**config.mk**
```make
export PLATFORM = sky130hd
export DESIGN_NAME = booth_mul_pipe
export DESIGN_NICKNAME = d
export VERILOG_FILES = /design/src/rtl/booth_mul_pipe.sv
export SDC_FILE = /design/constraint.sdc
export NUM_CORES = 2
export LEC_CHECK = 0
export ABC_AREA = 1
export CELL_PAD_IN_SITES_DETAIL_PLACEMENT = 0
export CELL_PAD_IN_SITES_GLOBAL_PLACEMENT = 1
export CORE_MARGIN = 2
export CORE_UTILIZATION = 38
export CTS_BUF_LIST = sky130_fd_sc_hd__clkbuf_16
export DETAILED_ROUTE_END_ITERATION = 8
export PLACE_DENSITY = 0.67
export SLEW_MARGIN = 20
export SYNTH_ARGS = -nofsm -noshare
export SYNTH_HDL_FRONTEND = slang
export SYNTH_SLANG_ARGS = --single-unit
```
**constraint.sdc**
```tcl
create_clock -name i_clk -period 11.95 [get_ports i_clk]
set_input_delay 2.39 -clock i_clk [delete_from_list [all_inputs] [get_ports i_clk]]
set_output_delay 2.39 -clock i_clk [all_outputs]
set_load 0.1 [all_outputs]
```
**src/rtl/booth_mul_pipe.sv**
```systemverilog
// Three-stage pipelined radix-4 Booth / Wallace multiplier, unsigned or signed per transaction,
// with valid/ready flow control and a sideband tag carried alongside each product.
module booth_mul_pipe #(
   parameter int unsigned N     = 24,
   parameter int unsigned TAG_W = 4
) (
   input  logic               i_clk,
   input  logic               i_rst,
   input  logic               i_valid,
   output logic               o_ready,
   input  logic               i_signed,
   input  logic [N-1:0]       i_a,
   input  logic [N-1:0]       i_b,
   input  logic [TAG_W-1:0]   i_tag,
   output logic               o_valid,
   input  logic               i_ready,
   output logic [2*N-1:0]     o_product,
   output logic [TAG_W-1:0]   o_tag
);

   localparam int unsigned P  = 2 * N;       // product width
   localparam int unsigned E  = N + 2;       // extended operand width
   localparam int unsigned W  = N + 3;       // partial-product width (covers 2*a)
   localparam int unsigned K  = N / 2 + 1;   // Booth digits
   localparam int unsigned R  = K + 1;       // rows into the tree (digits + negate row)
   localparam int unsigned T  = 3 * R - 4;   // tree scratch rows
   localparam int unsigned LV = $clog2(P);   // prefix-adder levels

   // FIFO-ordered 3:2 compression: each step eats three rows and appends two.
   function automatic logic [2*P-1:0] reduce(input logic [P-1:0] rows [R]);
      logic [P-1:0] t [T];
      for (int r = 0; r < int'(T); r++) t[r] = '0;
      for (int r = 0; r < int'(R); r++) t[r] = rows[r];
      for (int s = 0; s < int'(R) - 2; s++) begin
         t[int'(R) + 2*s]     = t[3*s] ^ t[3*s+1] ^ t[3*s+2];
         t[int'(R) + 2*s + 1] = ((t[3*s] & t[3*s+1]) | (t[3*s] & t[3*s+2]) |
                                 (t[3*s+1] & t[3*s+2])) << 1;
      end
      return {t[T-2], t[T-1]};
   endfunction

   // Kogge-Stone carry-lookahead adder, carry-in 0, result mod 2^P.
   function automatic logic [P-1:0] cla(input logic [P-1:0] x, input logic [P-1:0] y);
      logic [P-1:0] g;
      logic [P-1:0] h;
      g = x & y;
      h = x ^ y;
      for (int l = 0; l < int'(LV); l++) begin
         g = g | (h & (g << (1 << l)));
         h = h & (h << (1 << l));
      end
      return (x ^ y) ^ {g[P-2:0], 1'b0};
   endfunction

   logic [E-1:0]     a_ext;
   logic [E-1:0]     b_ext;
   logic [E:0]       b_pad;
   logic [W-1:0]     a_w;
   logic [W-1:0]     mag;
   logic [W-1:0]     pat;
   logic             neg;
   logic [P-1:0]     pp [R];
   logic [P-1:0]     neg_row;
   logic [P-1:0]     m_vec;
   logic [P-1:0]     red_sum;
   logic [P-1:0]     red_carry;

   logic             v1;
   logic             v2;
   logic             ld1;
   logic             ld2;
   logic             ld3;
   logic             in_xfer;
   logic [P-1:0]     s1_sum;
   logic [P-1:0]     s1_carry;
   logic [P-1:0]     s1_m;
   logic [TAG_W-1:0] s1_tag;
   logic [P-1:0]     s2_r0;
   logic [P-1:0]     s2_r1;
   logic [TAG_W-1:0] s2_tag;

   // Booth recoding; each row has its MSB flipped so sign extension folds into the constant m_vec.
   always_comb begin
      a_ext   = i_signed ? {{2{i_a[N-1]}}, i_a} : {2'b00, i_a};
      b_ext   = i_signed ? {{2{i_b[N-1]}}, i_b} : {2'b00, i_b};
      b_pad   = {b_ext, 1'b0};
      a_w     = {a_ext[E-1], a_ext};
      mag     = '0;
      pat     = '0;
      neg     = 1'b0;
      neg_row = '0;
      m_vec   = '0;
      for (int r = 0; r < int'(R); r++) pp[r] = '0;
      for (int j = 0; j < int'(K); j++) begin
         mag = '0;
         neg = 1'b0;
         case (b_pad[2*j +: 3])
            3'b001, 3'b010: mag = a_w;
            3'b011:         mag = a_w << 1;
            3'b100:         begin mag = a_w << 1; neg = 1'b1; end
            3'b101, 3'b110: begin mag = a_w;      neg = 1'b1; end
            default:        mag = '0;
         endcase
         pat          = neg ? ~mag : mag;
         pat[W-1]     = ~pat[W-1];
         pp[j]        = P'(pat) << (2 * j);
         neg_row[2*j] = neg;
         m_vec        = m_vec - (P'(1) << (int'(W) - 1 + 2 * j));
      end
      pp[K] = neg_row;
   end

   always_comb begin
      {red_sum, red_carry} = reduce(pp);
   end

   // Stage k advances when empty or when its successor advances; the output stage frees on i_ready.
   always_comb begin
      ld3     = !o_valid || i_ready;
      ld2     = !v2 || ld3;
      ld1     = !v1 || ld2;
      o_ready = !i_rst && ld1;
      in_xfer = i_valid && o_ready;
   end

   always_ff @(posedge i_clk) begin
      if (i_rst) begin
         v1        <= 1'b0;
         v2        <= 1'b0;
         o_valid   <= 1'b0;
         s1_sum    <= '0;
         s1_carry  <= '0;
         s1_m      <= '0;
         s1_tag    <= '0;
         s2_r0     <= '0;
         s2_r1     <= '0;
         s2_tag    <= '0;
         o_product <= '0;
         o_tag     <= '0;
      end else begin
         if (ld1) v1 <= in_xfer;
         if (in_xfer) begin
            s1_sum   <= red_sum;
            s1_carry <= red_carry;
            s1_m     <= m_vec;
            s1_tag   <= i_tag;
         end
         if (ld2) v2 <= v1;
         if (ld2 && v1) begin
            s2_r0  <= s1_sum ^ s1_carry ^ s1_m;
            s2_r1  <= ((s1_sum & s1_carry) | (s1_sum & s1_m) | (s1_carry & s1_m)) << 1;
            s2_tag <= s1_tag;
         end
         if (ld3) o_valid <= v2;
         if (ld3 && v2) begin
            o_product <= cla(s2_r0, s2_r1);
            o_tag     <= s2_tag;
         end
      end
   end

endmodule

```
# Word-level counts from Yosys, hierarchy flattened
# Index checks and enable logic that the tools add are counted.
word_totals:
  elab_cells: 312
  register_bits: 254
  inputBits: 57
  output_inout_bits: 54
op_classes:
  n_mux: 41
  bitwise: 135
  eq_ne: 75
  n_reduce_logical: 49
op_table:
  columns: ["cell", "n"]
  rows:
  - ["$and A47 B47 Y47", 26]
  - ["$or A47 B47 Y47", 21]
  - ["$pmux W27 S2", 11]
  - ["$xor A48 B48 Y48", 12]
  - ["$mux W27", 11]
  - ["$not A27 Y27", 11]
  - ["$eq A3 B3 Y1 const B", 36]
  - ["$and A45 B47 Y47", 2]
  - ["$and A47 B46 Y47", 2]
  - ["$mux W26", 3]
  - ["$eq A3 B2 Y1 const B", 24]
  - ["$pmux W26 S2", 1]
  - ["$pmux W24 S2", 1]
  - ["$reduce_or A4 Y1", 12]
  - ["$xor A39 B48 Y48", 1]
  - ["$xor A44 B48 Y48", 1]
  - ["$xor A47 B48 Y48", 1]
  - ["$xor A48 B25 Y48", 1]
  - ["$xor A48 B31 Y48", 1]
  - ["$and A38 B47 Y47", 1]
  - ["$and A39 B47 Y47", 1]
  - ["$and A43 B47 Y47", 1]
  - ["$and A44 B47 Y47", 1]
  - ["$and A47 B25 Y47", 1]
  - ["51 further kinds", 117]

# Depth between registers and ports, before layout
logic_depth:
  ltp_word: 22
  mapped_depth: 21
  mapped_depth_nobuf: 20

# Least setup slack after synthesis
# Ideal clock, no wire load.
synth_path:
  path_type: "in2reg"
  startpoint: "input port i_b[1]"
  endpoint: "register s1_sum[25]"
  stages: 18
  setup_slack_ns: 5.484
  n_path_buf: 2
  setup_time_ns: 0.125
  arrival_ns: 6.341
  t_required_ns: 11.825
  cell_sequence: "buf_6 > nand2_1 > nand2_1 > nand2_2 > clkbuf_1 > o22ai_1 > xor2_1 > fa_1 > inv_1 > ha_1 > fa_1 > fa_1 > inv_1 > fa_1 > inv_1 > fa_1 > nand2_1 > o21ai_0"
synth_via:
  elab_chain_len: 19
  elab_cells_between_ends: 71
  cone_classes: "9 x eq/ne; 7 x mux; 50 x bitwise; 5 x reduce/logical"
synth_rtl:
  columns: ["element", "line_no", "source"]
  rows:
  - ["start, declared", "13", "input logic [N-1:0] i_b,"]
  - ["$mux W26 *", "85", "b_ext = i_signed ? {{2{i_b[N-1]}}, i_b} : {2'b00, i_b};"]
  - ["$eq A3 B3 Y1 (tied with other cells)", "97", "case (b_pad[2*j +: 3])"]
  - ["$reduce_or A4 Y1 (no source line) or $reduce_or A2 Y1 (tied branches)", null, null]
  - ["$pmux W27 S2", "97", null]
  - ["$not A27 Y27", "104", "pat = neg ? ~mag : mag;"]
  - ["$mux W27", "104", null]
  - ["$xor A27 B29 Y29 (tied with other cells)", "35", "t[int'(R) + 2*s] = t[3*s] ^ t[3*s+1] ^ t[3*s+2];"]
  - ["$xor A29 B31 Y31 or $or A29 B31 Y31 (tied branches)", "35, 36", null]
  - ["[... 4 more ...]", null, null]
  - ["$or A47 B47 Y47 or $and A38 B39 Y39 (tied branches)", "36", "t[int'(R) + 2*s + 1] = ((t[3*s] & t[3*s+1]) | (t[3*s] & t[3*s+2]) |"]
  - ["$or A47 B47 Y47 or $or A39 B47 Y47 (tied branches)", "36", null]
  - ["$and A47 B47 Y47 (tied with other cells)", "36", null]
  - ["$or A47 B47 Y47 (tied with other cells)", "36", null]
  - ["$or A47 B47 Y47 or $xor A48 B48 Y48 (tied branches)", "36, 35", null]
  - ["$xor A48 B48 Y48 or $or A47 B47 Y47 (tied branches)", "35, 36", null]
  - ["$xor A48 B48 Y48 *", "35", null]
  - ["named net red_sum[25]", "65", "logic [P-1:0] red_sum;"]
  - ["end signal, assigned", "143", "s1_sum <= red_sum;"]
  - ["end, declared", "74", "logic [P-1:0] s1_sum;"]
# The timed path passes the listed nets; every way through them passes the cells marked *.
# A chain may end at the register's enable or synchronous reset.

# Worst setup path after layout
layout_path:
  startpoint: "input port i_a[23]"
  endpoint: "register s1_sum[25]"
layout_via:
  elab_chain_len: 16
  elab_cells_between_ends: 53
  cone_classes: "5 x mux; 48 x bitwise"
layout_rtl:
  columns: ["element", "line_no", "source"]
  rows:
  - ["start, declared", "12", "input logic [N-1:0] i_a,"]
  - ["$mux W26 *", "84", "a_ext = i_signed ? {{2{i_a[N-1]}}, i_a} : {2'b00, i_a};"]
  - ["$pmux W27 S2", "97", null]
  - ["$not A27 Y27", "104", null]
  - ["$mux W27", "104", null]
  - ["$and A27 B29 Y29 (tied with other cells)", "36", null]
  - ["$or A29 B31 Y31 or $xor A29 B31 Y31 (tied branches)", "36, 35", null]
  - ["$or A31 B31 Y31 or $and A47 B31 Y47 (tied branches)", "36", null]
  - ["$and A32 B37 Y37 (tied with other cells)", "36", null]
  - ["$or A37 B38 Y38 (tied with other cells)", "36", null]
  - ["$or A38 B38 Y38 (tied with other cells)", "36", null]
  - ["$xor A38 B39 Y39 (tied with other cells)", "35", null]
  - ["$xor A39 B48 Y48 (tied with other cells)", "35", null]
  - ["$xor A48 B48 Y48 or $and A47 B47 Y47 (tied branches)", "35, 36", null]
  - ["$xor A48 B48 Y48 or $or A47 B47 Y47 (tied branches) (2 in series)", "35, 36", null]
  - ["$xor A48 B48 Y48 *", "35", null]
  - ["named net red_sum[25]", "65", null]
# Marks and branches as above.

==> impl_metrics.yaml <==
outcome:
  outcome: "finished, final reports clean"
critical_path:
  cpMostUsedCell: "fa_1"
  endpoint_kind: "flop"
  reg2reg_from: "o_valid"
  cp_slowest_cell: "clkinv_1"
  worstSetupStartpointType: "primary input"
  startpoint: "i_a[23]"
  critPathRequiredTime_ns: 12.34
  crit_fanout: 24
  crit_type: "in2reg"
  worstPathCellList: "clkdlybuf4s50_1 -> clkinv_1 -> o22ai_1 -> xor2_1 -> fa_1 -> inv_1 -> ha_1 -> fa_1 -> fa_1 -> inv_1 -> fa_1 -> inv_1 -> fa_1 -> nand2_1 -> o21ai_0"
  cp_slowest_stage_delay_ns: 0.93
  cp.arrival_ns: 7.72
sta:
  finClkSkew_ns: 0.0134
  rsz0062_at_grt: "no"
  final-hold-violation-count: 0
  fin_tns_setup_ns: 0
  worst_pin_slew_ns: 1.15
  slew_violations: 0
  post-route-min-period_ns: 7.33
  fin_crit_sh_pct: 61.3
  setup_viol: 0
  fmax_mhz: 136
  timing.slew.headroom_pct: 22.9
  hold_ws_ns: 0.476
floorplanning:
  dieArea_mm2: 0.0725
  floorplan.initialDensity_pct: 38.3
  ios: 111
  num_rows: 97
  core_mm2: 0.0699
  chipHeight_um: 269
  fp.dieW_um: 269
detailed_routing:
  dr.pass1.iters: 5
  routedWlPerCell_um: 17.5
  vias: 21700
  antenna_left: 0
  first_iter_violations: 1688
  viasPerCell: 4.87
  drc: 0
  routed_wl_um: 77900
cts:
  post-cts-setup-buffers: 0
  h-tree-depth: 1
  path_clk_slew_ns: 0.06
  clockRootBuffer: "clkbuf_16"
  clkSinkCount: 247
  cts_tree: "built"
  post_cts_resized: 0
  hold_buffers: 0
  worstSkewPairLatency_ns: 0.54
  cts_buffers: 25
  clk_path_buf_depth: 3
pwr:
  power_leakage_nw: 14.2
  power_frac_comb_pct: 71.8
  p_sw_mw: 3.11
  peakVddDrop_mv: 0.137
  p_sw_share_pct: 49.7
  finalPower_mw: 6.27
  sequentialPowerShare_pct: 16.9
  pwr-share-clk_pct: 11.3
  intPower_mw: 3.16
  powerDensity_mw_per_mm2: 215
synthesis:
  ys_ff_latch: 247
  syn_nets: 4076
  yosysMostFrequentCell: "inv_1"
  yosysTopAreaCell: "fa_1"
  ys.flop_type: "dfxtp_1"
  syn_avg_cell_area_um2: 7.58
  netlist.area_leader.share_pct: 20.4
  synth_cells: 3529
  ys_async_sr_fraction_pct: 0
  synth-edff-count: 0
  synth_common_cells: "584 x inv_1, 533 x nand2_1, 400 x nor2_1, 285 x o22ai_1, 272 x fa_1"
  synthTopCellsByArea: "fa_1 20%, dfxtp_1 18%, ha_1 10%"
  ys_seq_area_share_pct: 18.5
  syn_area_mm2: 0.0268
  yosys_warnings: 0
  ys_types: 37
run:
  maxCapViolCount: 0
global_route:
  grt_pass1_vias: 22000
  antenna_found_initial: 0
  grt_util_all_layers_pct: 21.4
  grt_first_pass_wirelength_um: 125000
  grt_overflow_total: 0
  grt_max_degree: 113
cells_and_area:
  drive_above_1_share_pct: 3.73
  fin_util_pct: 41.7
  area_delta_synth_final_pct: 9.00
  antenna_cells: 0
  final_net_count: 4037
min_path:
  worstHoldStart: "v2"
  hp-class: "reg2reg"
placement:
  place_hpwl_um: 57400
  port_buffers: 110
  gp_congestion: 0.844
path summary, 6_finish.rpt:
path	to	slack, ns	cells after the start
min	o_valid	0.48	2
max reg2reg	s2_r0[47]	9.35	9
max	s1_sum[25]	4.62	15
min reg2reg	o_valid	0.48	2
state kept, by name, summed over array words and instances, names as in the netlist:
signal	count
s2_r0	48
v2	1
s1_tag	4
s2_r1	43
s1_sum	48
o_tag	4
s1_carry	44
s2_tag	4
v1	1
s1_m	1
o_valid	1
o_product	48
critical path, delay by kind of cell:
family                   cells  cell delay [ns]
AO/OA/AOI/OAI                2             0.58
XOR/XNOR                     1             0.15
adder cells (fa/ha/maj)      6             2.82
buffers and inverters        5             1.70
AND/OR/NAND/NOR              1             0.07
cells by family (layout without fill, tap and decap cells):
logic type	count (synthesis)	in the layout	synth area share, %
and+or+nand+nor	1018	1018	14.9
adders and majority gates	491	491	30.6
buffers and inverters	833	813	12.2
DFF	247	247	18.5
xor gates and xnor gates	338	338	11.1
AOI/OAI and AO/OA	602	602	12.8
metal layers:
| layer | share of wire, % | track usage (%) | vias up |
|---|---|---|---|
| li1 | - | - | 11000 |
| met1 | 49 | 31.3 | 9970 |
| met2 | 42 | 32.7 | 621 |
| met3 | 6.2 | 3.13 | 112 |
| met4 | 2.5 | 5.76 | 0 |
| met5 | 0 | 0 | - |
layout make-up:
type,instances,area (um^2)
clock buffer,25,626
clock inverter,21,101
fill,7453,40700
inverter,623,2340
multi-input combinational,2449,18600
sequential,247,4940
tap,940,1180
timing repair buffer,144,1360
power groups by stage:
stage | sequential (mW) | clock [mW] | combinational [mW]
floorplan | 1.12 | 0 | 3.08
global placement | 1.08 | 0 | 4.44
detailed placement | 1.08 | 0 | 4.50
CTS | 1.06 | 0.742 | 4.52
global route | 1.08 | 0.769 | 5.28
finish | 1.06 | 0.708 | 4.51
per-stage QoR:
stage | area, um^2 | instances | setup WS [ns]
after floorplan | 26800 | 3529 | 5.48
after global placement | 28400 | 4403 | 4.08
after detailed placement | 28400 | 4403 | 4.08
after CTS | 29200 | 4449 | 4.64
after global routing | 29200 | 4449 | 4.37
final | 29200 | 4449 | 4.62
cells in the final DEF (no fill, tap or decap), drive strengths merged, types with 34 or more instances in the layout:
cell	count
o22ai	287
clkdlybuf4s50	110
nand3	60
inv	626
nand2	537
dfxtp	247
xnor2	87
nor2	406
o21ai	239
xor2	251
a21oi	62
fa	272
buf	34
ha	218
Note: power is estimated with default switching activity, not from simulation.
